--- src/rtl/div_pkg.sv ---
// Shared constants and types for the DivMMC paging controller: automap entry points,
// unmap window, control-register bit layout and automap state encoding.
package div_pkg;

   localparam logic [15:0] ENTRY_RST00     = 16'h0000;
   localparam logic [15:0] ENTRY_RST08     = 16'h0008;
   localparam logic [15:0] ENTRY_RST38     = 16'h0038;
   localparam logic [15:0] ENTRY_NMI       = 16'h0066;
   localparam logic [15:0] ENTRY_TAPE_LOAD = 16'h04C6;
   localparam logic [15:0] ENTRY_TAPE_SAVE = 16'h0562;

   localparam logic [15:0] UNMAP_BASE   = 16'h1FF8;
   localparam logic [15:0] UNMAP_MASK   = 16'hFFF8;
   localparam logic [7:0]  INSTANT_PAGE = 8'h3D;

   localparam int CONMEM_BIT = 7;
   localparam int MAPRAM_BIT = 6;
   localparam int BANK_MSB   = 3;
   localparam int BANK_LSB   = 0;

   typedef enum logic [1:0] {
      IDLE       = 2'd0,
      PEND_MAP   = 2'd1,
      PEND_UNMAP = 2'd2
   } autoState_t;

   function automatic logic isEntryPoint(input logic [15:0] addr);
      return addr inside {ENTRY_RST00, ENTRY_RST08, ENTRY_RST38,
                          ENTRY_NMI, ENTRY_TAPE_LOAD, ENTRY_TAPE_SAVE};
   endfunction

   function automatic logic inUnmapRange(input logic [15:0] addr);
      return (addr & UNMAP_MASK) == UNMAP_BASE;
   endfunction

endpackage

--- src/rtl/div_ctrl_if.sv ---
// Z80 bus snoop signals plus the divMap/divRam/divPage outputs consumed by the memory mapper.
interface div_ctrl_if;

   logic        mreq;
   logic        iorq;
   logic        m1;
   logic        rd;
   logic        wr;
   logic [15:0] a;
   logic [7:0]  di;
   logic        divMap;
   logic        divRam;
   logic [3:0]  divPage;

   modport master (
      output mreq, iorq, m1, rd, wr, a, di,
      input  divMap, divRam, divPage
   );

   modport slave (
      input  mreq, iorq, m1, rd, wr, a, di,
      output divMap, divRam, divPage
   );

endinterface

--- src/rtl/div_automap.sv ---
// Automap engine: decodes opcode fetches, holds the pending map/unmap state and the
// registered automap flag, and produces the combinational instant-map term for 0x3Dxx.
module div_automap
   import div_pkg::*;
(
   input  logic        clock,
   input  logic        reset,
   input  logic        m1,
   input  logic        mreq,
   input  logic        rd,
   input  logic [15:0] a,
   output logic        automap,
   output logic        instant
`ifdef DIV_NMI_EN
   ,
   output logic        nmiAck
`endif
);

   autoState_t state;
   logic       fetch;
   logic       instantPage;
   logic       mapHit;
   logic       unmapHit;

   // Interrupt acknowledge keeps RD high, so it never qualifies as a fetch.
   assign fetch       = !m1 && !mreq && !rd;
   assign instantPage = (a[15:8] == INSTANT_PAGE);
   assign instant     = fetch && instantPage;
   assign mapHit      = isEntryPoint(a) || instantPage;
   assign unmapHit    = inUnmapRange(a);

   always_ff @(posedge clock or negedge reset) begin
      if (!reset) begin
         state   <= IDLE;
         automap <= 1'b0;
      end else begin
         // NOTE: non-blocking updates keep state and automap consistent within the same edge.
         case (state)
            IDLE: begin
               if (fetch && mapHit)        state <= PEND_MAP;
               else if (fetch && unmapHit) state <= PEND_UNMAP;
            end
            PEND_MAP: begin
               if (m1) begin
                  automap <= 1'b1;
                  state   <= IDLE;
               end
            end
            PEND_UNMAP: begin
               if (m1) begin
                  automap <= 1'b0;
                  state   <= IDLE;
               end
            end
            default: state <= IDLE;
         endcase
      end
   end

`ifdef DIV_NMI_EN
   logic nmiPend;

   // Remembers whether the pending map came from the NMI entry point.
   always_ff @(posedge clock or negedge reset) begin
      if (!reset)                                  nmiPend <= 1'b0;
      else if (state == IDLE && fetch && mapHit)   nmiPend <= (a == ENTRY_NMI);
   end

   assign nmiAck = (state == PEND_MAP) && m1 && nmiPend;
`endif

endmodule

--- src/rtl/div_ctrl.sv ---
// DivMMC paging controller: port 0xE3 control register, output equations and automap.
// Optional DIV_NMI_EN adds a synchronised NMI button input and an active-low nmi output.
module div_ctrl
   import div_pkg::*;
#(
   parameter logic [7:0] PORT        = 8'hE3,
   parameter bit         MAPRAM_LOCK = 1'b1
)
(
   input  logic       clock,
   input  logic       reset,
   div_ctrl_if.slave  bus
`ifdef DIV_NMI_EN
   ,
   input  logic       nmiButton,
   output logic       nmi
`endif
);

   logic       conmem;
   logic       mapram;
   logic [3:0] bank;
   logic       automap;
   logic       instant;
   logic       portWrite;
   logic       unusedDi;

`ifdef DIV_NMI_EN
   logic       nmiAck;
`endif

   assign portWrite = !bus.iorq && !bus.wr && bus.m1 && (bus.a[7:0] == PORT);
   assign unusedDi  = ^bus.di[5:4];

   // Writes repeat on every edge of the IORQ cycle; re-latching the same value is harmless.
   always_ff @(posedge clock or negedge reset) begin
      if (!reset) begin
         conmem <= 1'b0;
         mapram <= 1'b0;
         bank   <= 4'd0;
      end else if (portWrite) begin
         conmem <= bus.di[CONMEM_BIT];
         mapram <= MAPRAM_LOCK ? (mapram | bus.di[MAPRAM_BIT]) : bus.di[MAPRAM_BIT];
         bank   <= bus.di[BANK_MSB:BANK_LSB];
      end
   end

   div_automap u_automap (
      .clock   (clock),
      .reset   (reset),
      .m1      (bus.m1),
      .mreq    (bus.mreq),
      .rd      (bus.rd),
      .a       (bus.a),
      .automap (automap),
      .instant (instant)
`ifdef DIV_NMI_EN
      ,
      .nmiAck  (nmiAck)
`endif
   );

   assign bus.divMap  = conmem | automap | instant;
   assign bus.divRam  = mapram & !conmem;
   assign bus.divPage = bank;

`ifdef DIV_NMI_EN
   logic [1:0] btnSync;
   logic       btnLast;
   logic       nmiReq;

   // A new button edge wins over a simultaneous acknowledge so no press is lost.
   always_ff @(posedge clock or negedge reset) begin
      if (!reset) begin
         btnSync <= 2'b00;
         btnLast <= 1'b0;
         nmiReq  <= 1'b0;
      end else begin
         btnSync <= {btnSync[0], nmiButton};
         btnLast <= btnSync[1];
         if (btnSync[1] && !btnLast) nmiReq <= 1'b1;
         else if (nmiAck)            nmiReq <= 1'b0;
      end
   end

   assign nmi = !nmiReq;
`endif

endmodule

--- src/flat_wrapper.sv ---
// flat-port wrapper written by rule: the top's interface ports become plain ports
module div_ctrl_flat import div_pkg::*;
#(
   parameter logic [7:0] PORT        = 8'hE3,
   parameter bit         MAPRAM_LOCK = 1'b1
)
  (clock, reset, bus_mreq, bus_iorq, bus_m1, bus_rd, bus_wr, bus_a, bus_di, bus_divMap, bus_divRam, bus_divPage);
  div_ctrl_if bus_i ();
  input  logic clock;
  input  logic reset;
  input wire logic [$bits(bus_i.mreq)-1:0] bus_mreq;
  input wire logic [$bits(bus_i.iorq)-1:0] bus_iorq;
  input wire logic [$bits(bus_i.m1)-1:0] bus_m1;
  input wire logic [$bits(bus_i.rd)-1:0] bus_rd;
  input wire logic [$bits(bus_i.wr)-1:0] bus_wr;
  input wire logic [$bits(bus_i.a)-1:0] bus_a;
  input wire logic [$bits(bus_i.di)-1:0] bus_di;
  output wire logic [$bits(bus_i.divMap)-1:0] bus_divMap;
  output wire logic [$bits(bus_i.divRam)-1:0] bus_divRam;
  output wire logic [$bits(bus_i.divPage)-1:0] bus_divPage;
  assign bus_i.mreq = bus_mreq;
  assign bus_i.iorq = bus_iorq;
  assign bus_i.m1 = bus_m1;
  assign bus_i.rd = bus_rd;
  assign bus_i.wr = bus_wr;
  assign bus_i.a = bus_a;
  assign bus_i.di = bus_di;
  assign bus_divMap = bus_i.divMap;
  assign bus_divRam = bus_i.divRam;
  assign bus_divPage = bus_i.divPage;
  div_ctrl #(.PORT(PORT), .MAPRAM_LOCK(MAPRAM_LOCK)) u_core (.clock(clock), .reset(reset), .bus(bus_i));
endmodule
--- config.mk ---
export PLATFORM = sky130hd
export DESIGN_NAME = div_ctrl_flat
export DESIGN_NICKNAME = d
export VERILOG_FILES = /design/src/rtl/div_pkg.sv /design/src/rtl/div_ctrl_if.sv /design/src/rtl/div_automap.sv /design/src/rtl/div_ctrl.sv /design/src/flat_wrapper.sv
export SDC_FILE = /design/constraint.sdc
export NUM_CORES = 1
export LEC_CHECK = 0
export ABC_AREA = 1
export CORE_ASPECT_RATIO = 1.25
export CORE_MARGIN = 3
export CORE_UTILIZATION = 40
export DETAILED_ROUTE_END_ITERATION = 6
export PLACE_DENSITY = 0.79
export SETUP_SLACK_MARGIN = 0.3
export SLEW_MARGIN = 10
export SYNTH_ARGS = -nofsm -noshare
export SYNTH_HDL_FRONTEND = slang
export SYNTH_HIERARCHICAL = 1
export SYNTH_SLANG_ARGS = --single-unit
--- constraint.sdc ---
create_clock -name clock -period 1.7 [get_ports clock]
set_input_delay 0.255 -clock clock [delete_from_list [all_inputs] [get_ports clock]]
set_output_delay 0.255 -clock clock [all_outputs]
set_load 0.01 [all_outputs]
After elaboration in Yosys (flattened, before gate mapping)
Cells that the tools add are included.

operators by class
  reductions and logical operators = 22
  bitwise gates (word level) = 4
  divide/modulo/power cells = 0
  magnitude comparators = 0
  equality and inequality tests = 14
  muxes and demuxes = 7
  shift operators = 0
  $mul = 0
  $add $sub $neg = 0

operator list
  operator              number
  $eq 16x11->1 const B  2
  $eq 16x4->1 const B   1
  $eq 16x6->1 const B   1
  $eq 16x7->1 const B   1
  $logic_not 16->1      1
  $eq 13x10->1 const B  1
  $eq 8x6->1 const B    1
  $eq 8x8->1 const B    1
  $logic_and 1x1->1     8
  $logic_not 1->1       6
  $mux 2                3
  $reduce_bool 6->1     1
  $ne 2x2->1 const B    2
  $pmux 2 s2            1
  $ne 3x3->1 const B    1
  $or 1x1->1            3
  $reduce_and 3->1      1
  $eq 2x1->1 const B    1
  $eq 2x2->1 const B    1
  $logic_not 2->1       1
  $mux 1                2
  $ne 2x1->1 const B    1
  $pmux 1 s2            1
  $reduce_and 2->1      1
  other kinds (4)       4

storage, ports and cells
  memories kept = 0
  word-level logic and storage cells = 52
  input bits = 31
  latch bits = 0
  memory bits (writable) = 0
  flip-flop bits (word level) = 9
  output and inout bits = 6
  memory bits (read-only) = 0

Depth between registers and ports, before layout
Gate-level depths: netlist (run 1).

  depth in word-level cells = 7
  depth in mapped cells = 10
  depth with buffers taken out = 10

Cells and area by module
Netlist (run 1), hierarchy kept.

modules (own cells, without submodules)
  module       area an instance (um^2)  cells an instance  instances
  div_automap  444.2                    79                 1
  div_ctrl     336.6                    48                 1

Worst setup path after synthesis (run 1)
No wires, ideal clock.

  kind = reg2reg
  from = reg u_core.u_automap.state[0]
  to = reg u_core.u_automap.state[0]
  data arrival time = 1.268 ns
  clock period less this slack = 1.386 ns
  setup time = 0.118 ns
  stages on the path, launching flop included = 11
  path slack = 0.314 ns
  path through = dfrtp_1 > inv_1 > ha_1 > inv_1 > nor2_1 > inv_1 > nand2_1 > nor3_1 > nand3_1 > nand4_2 > nand2_1

between the ends
  cells in the longest elaborated chain, start to end = 4
  elaborated cells on any way between the ends = 8
  those cells by class = eq/ne (4); mux (1); reduce/logical (3)

ends and longest elaborated chain
  what                                             line               source
  start, declared                                  div_automap.sv:20  autoState_t state;
  start signal, assigned                           div_automap.sv:35  state <= IDLE;
  start signal, assigned                           div_automap.sv:41  if (fetch && mapHit) state <= PEND_MAP;
  start signal, assigned                           div_automap.sv:42  else if (fetch && unmapHit) state <= PEND_UNMAP;
  $eq 2x2->1 / $eq 2x1->1 (equally long branches)  div_automap.sv:39  case (state)
  $reduce_or 2->1 (no source line)                 -
  $ne 2x1->1 (no source line)                      -
  $reduce_and 2->1 (no source line)                -

Several ways; a longest one is shown, not always the timed one.
A chain may end at the register's enable or synchronous reset.

Worst setup path after layout (run 1)
  from = in bus_a[7]
  to = reg u_core.u_automap.state[1]

between the ends
  cells in the longest elaborated chain, start to end = 6
  elaborated cells on any way between the ends = 15
  those cells by class = eq/ne (7); mux (2); reduce/logical (6)

ends and longest elaborated chain
  what                                                   line                source
  start, declared                                        flat_wrapper.sv:16  input wire logic [$bits(bus_i.a)-1:0] bus_a;
  $eq 16x4->1 (tied with other cells)                    div_pkg.sv:28       return addr inside {ENTRY_RST00, ENTRY_RST08, ENTRY_RST38,
  $reduce_bool 6->1                                      div_pkg.sv:28
  $logic_or 1x1->1                                       div_automap.sv:30   assign mapHit = isEntryPoint(a) || instantPage;
  $logic_and 1x1->1                                      div_automap.sv:41
  $mux 2 / $ne 3x3->1 (equally long branches)            -
  $pmux 2 s2 / $reduce_and 2->1 (equally long branches)  -

Several ways; a longest one is shown, not always the timed one.

==> summary.md, run 1 <==
| Metric | Value |
|---|---|
| Via/cell ratio | 4.802 |
| Max capacitance violation total | 0 |
| CP arrival | 1.64 ns |
| Seq/Total Area, Yosys | 0.2885 |
| Cell area power density | 424.7 mW/mm^2 |
| Critical path's largest stage delay | 0.58 ns |
| Final setup margin | 0.2501 ns |
| Ant diodes | 0 |
| First-pass GRT wire length | 3850 um |
| Critical path buffers and inverters | 2 |
| Crit Path Class | primary input to flip-flop |
| Die footprint | 0.002521 sq mm |
| Outcome | finished, final reports clean |
| Net switching power | 173.4 uW |
| PortBufs | 34 |
| Final min period | 1.450 ns |
| Residual DRC | 0 |
| # nets final | 223 |
| Mapped cell area | 780.7 sq um |
| Largest net degree at the start of global routing | 10 |
| Synth area leaders | dfrtp_1, nand2_1, inv_1 |
| RSZ-0062 raised after global routing | yes |
| Hold Vio Cnt, Final | 0 |
| H-tree lvl count | 1 |
| Critical path's top delay family | buffers and inverters |
| Startpoint types | primary input |
| Setup TNS | 0 ns |
| Most frequent cell after synthesis | nand2_1 |
| Vias after detailed routing | 994 |
| Sw Ratio | 0.2935 |
| Synthesis Warnings | 6 |
| Synth top cells by count | nand2_1, inv_1, nor2_1 |
| Cts bufs inserted | 3 |
| Top cell type's share of synthesized area | 0.2885 |
| Internal | 417.4 uW |
| GP Congestion | 0.8368 |
| Final Max Slew Viols | 0 |
| Syn Nets | 161 |
| Core footprint | 0.001808 sq mm |
| Tot GR Track Use | 0.2030 |
| Clock Power Share | 0.276 |
| Crit end category | flip-flop |
| Fmax | 689.7 MHz |
| Chip width | 45.52 um |
| Wirelength per Cell | 12.71 um |
| Skew final | 0.0001396 ns |
| Vias in the first global route | 934 |
| Final core area utilization | 0.7696 |
| Gr ovfl total | 0 |
| Clock sink count | 9 |
| Seq. cell area | 225.2 sq um |
| Rel. slew slack | 0.7355 |
| Clk slew on worst S/H paths | 0.07 ns |
| Post-synth top flop | dfrtp_1 |
| DP HPWL | 1749 um |
| FFs w/ async S/R, synth | 1.000 |
| Comb power frac | 0.346 |
| CTS tree | built |
| Count of flip-flops with a built-in enable after synthesis | 0 |
| Mean Syn Cell Area | 6.148 sq um |
| Min-delay worst type | primary input to asynchronous set/reset pin |
| # rows | 17 |
| Synth area leader | dfrtp_1 |
| IO Count | 37 |
| Multi-input gate area in the final layout | 538.0 sq um |
| Worst slack at placement | -0.4379 ns |
| CP Cell Sequence | clkdlybuf4s50_1, inv_1, nand2_1, nor2_2, nand2_1, nand2_1, nand2_1, nand3_2, nand2_2, nand2_1, a21oi_2 |
| Initial antenna violation count | 0 |
| Synth cell types | 26 |
| Clock tree buffer depth | 2 |
| Reg power frac | 0.378 |
| Fillers | 145 |
| Period utilization | 0.8529 |
| Leakage | 0.0007664 uW |
| Initial Util | 0.4318 |
| Crit-path most repeated cell | nand2_1 |
| Final setup viols | 0 |
| Worst-margin pin slew | 0.3955 ns |
| Worst hold margin | 0.2771 ns |
| Slowest-stage cell, CP | clkdlybuf4s50_1 |
| Total power draw | 590.9 uW |
| CP Max Fanout | 5 |
| Yosys reg bits | 9 |
| Post-Syn Instances | 127 |
| Fraction of layout cells with a size suffix above 1 | 0.3245 |
| Area Growth Syn to Fin | 78.20% |
| # hold bufs at CTS | 0 |
| VDD IR max | 0.0005151 V |
| CP required | 1.89 ns |
| DIE HEIGHT | 55.40 um |
| Final antenna-violating net count | 0 |
| Clock root buffer master | clkbuf_4 |
| Detailed Routing Iterations Pass 1 | 4 |
| Worst-Skew Late Latency | 0.26 ns |
| Initial drt markers | 12 |
| DRT Wirelength | 2632 um |
## final cells by class
type	count	area share
Sequential cell	9	0.1619
Multi-Input combinational cell	95	0.3867
Clock buffer	3	0.01619
Inverter	22	0.06115
Timing Repair Buffer	58	0.3534
Tap cell	19	0.01709
Clock inverter	1	0.003597
## state kept, by name (all words and copies together), names as in the netlist
name                      flops
u_core/u_automap/automap      1
u_core/bus.divPage            4
u_core/conmem                 1
u_core/mapram                 1
u_core/u_automap/state        2
## worst paths after layout
path | from | endpoint | slack, ns | cells after the start
worst max-delay path | bus_a[7] | u_core/u_automap/state[1] | 0.25 | 11
worst min-delay path | reset | u_core/mapram | 0.28 | 1
worst max register to register | u_core/u_automap/state[1] | u_core/u_automap/state[0] | 0.28 | 10
worst min register to register | u_core/mapram | u_core/mapram | 0.46 | 2
max in group asynchronous | reset | u_core/bus.divPage[0] | 1.13 | 1
min in group clock | bus_a[8] | u_core/u_automap/state[1] | 0.41 | 5
## layout by cell type (no fill, tap or decap), types with 4 or more instances in the layout
master and instances:
nor2_2 4, clkdlybuf4s50_1 14, nand2_2 5, dfrtp_1 9
inv_2 4, nor2_1 13, dlygate4sd2_1 5, clkdlybuf4s15_1 6
inv_1 17, nand3_1 8, buf_4 24, clkbuf_2 5
nand2_1 40
## repair_timing
item / in CTS / in global routing
setup endpoints to repair: 8 / 3
buffers inserted: 12 / 5
pin swaps: 11 / 14
gates resized for setup: 29 / 32
## metal layers
metal | vias to the layer above | part of all wire | GRT usage
li1 | 512 | - | -
met1 | 453 | 0.38 | 0.2328
met2 | 25 | 0.57 | 0.3453
met3 | 4 | 0.034 | 0.03909
met4 | 0 | 0.019 | 0.08787
met5 | - | 0 | 0
## cells by family (layout without fill, tap and decap cells)
kind of cell / Yosys count / count (layout) / share of synthesized area
simple gates: 88 / 88 / 0.5177
buf+inv: 23 / 84 / 0.1122
flops: 9 / 9 / 0.2885
compound gates: 4 / 4 / 0.03365
fa+ha+maj: 3 / 3 / 0.04808
## power groups by stage
stage / logic, uW / clock network, uW / registers (uW)
after floorplan: 57.2 / 0 / 228
after global placement: 164 / 0 / 227
after detailed placement: 169 / 0 / 227
after CTS: 181 / 170 / 224
after global routing: 221 / 181 / 224
final: 204 / 163 / 223
## metrics by stage
stage               instance area [sq um]  cells
global placement                     1192    186
detailed placement                   1192    186
finish                               1391    207
global route                         1391    207
CTS                                  1318    202
floorplan                           780.7    127
No activity file was read; power rests on OpenSTA's default activity.
==> inputs of run 2 (changes only) <==
--- a/config.mk
+++ b/config.mk
@@ -9,6 +9,7 @@
 export CORE_ASPECT_RATIO = 1.25
 export CORE_MARGIN = 3
 export CORE_UTILIZATION = 40
+export CTS_CLUSTER_SIZE = 16
 export DETAILED_ROUTE_END_ITERATION = 6
 export PLACE_DENSITY = 0.79
 export SETUP_SLACK_MARGIN = 0.3
==> results of run 2 <==
No change in the layout: final DEF, timing and power equal those of run 1.
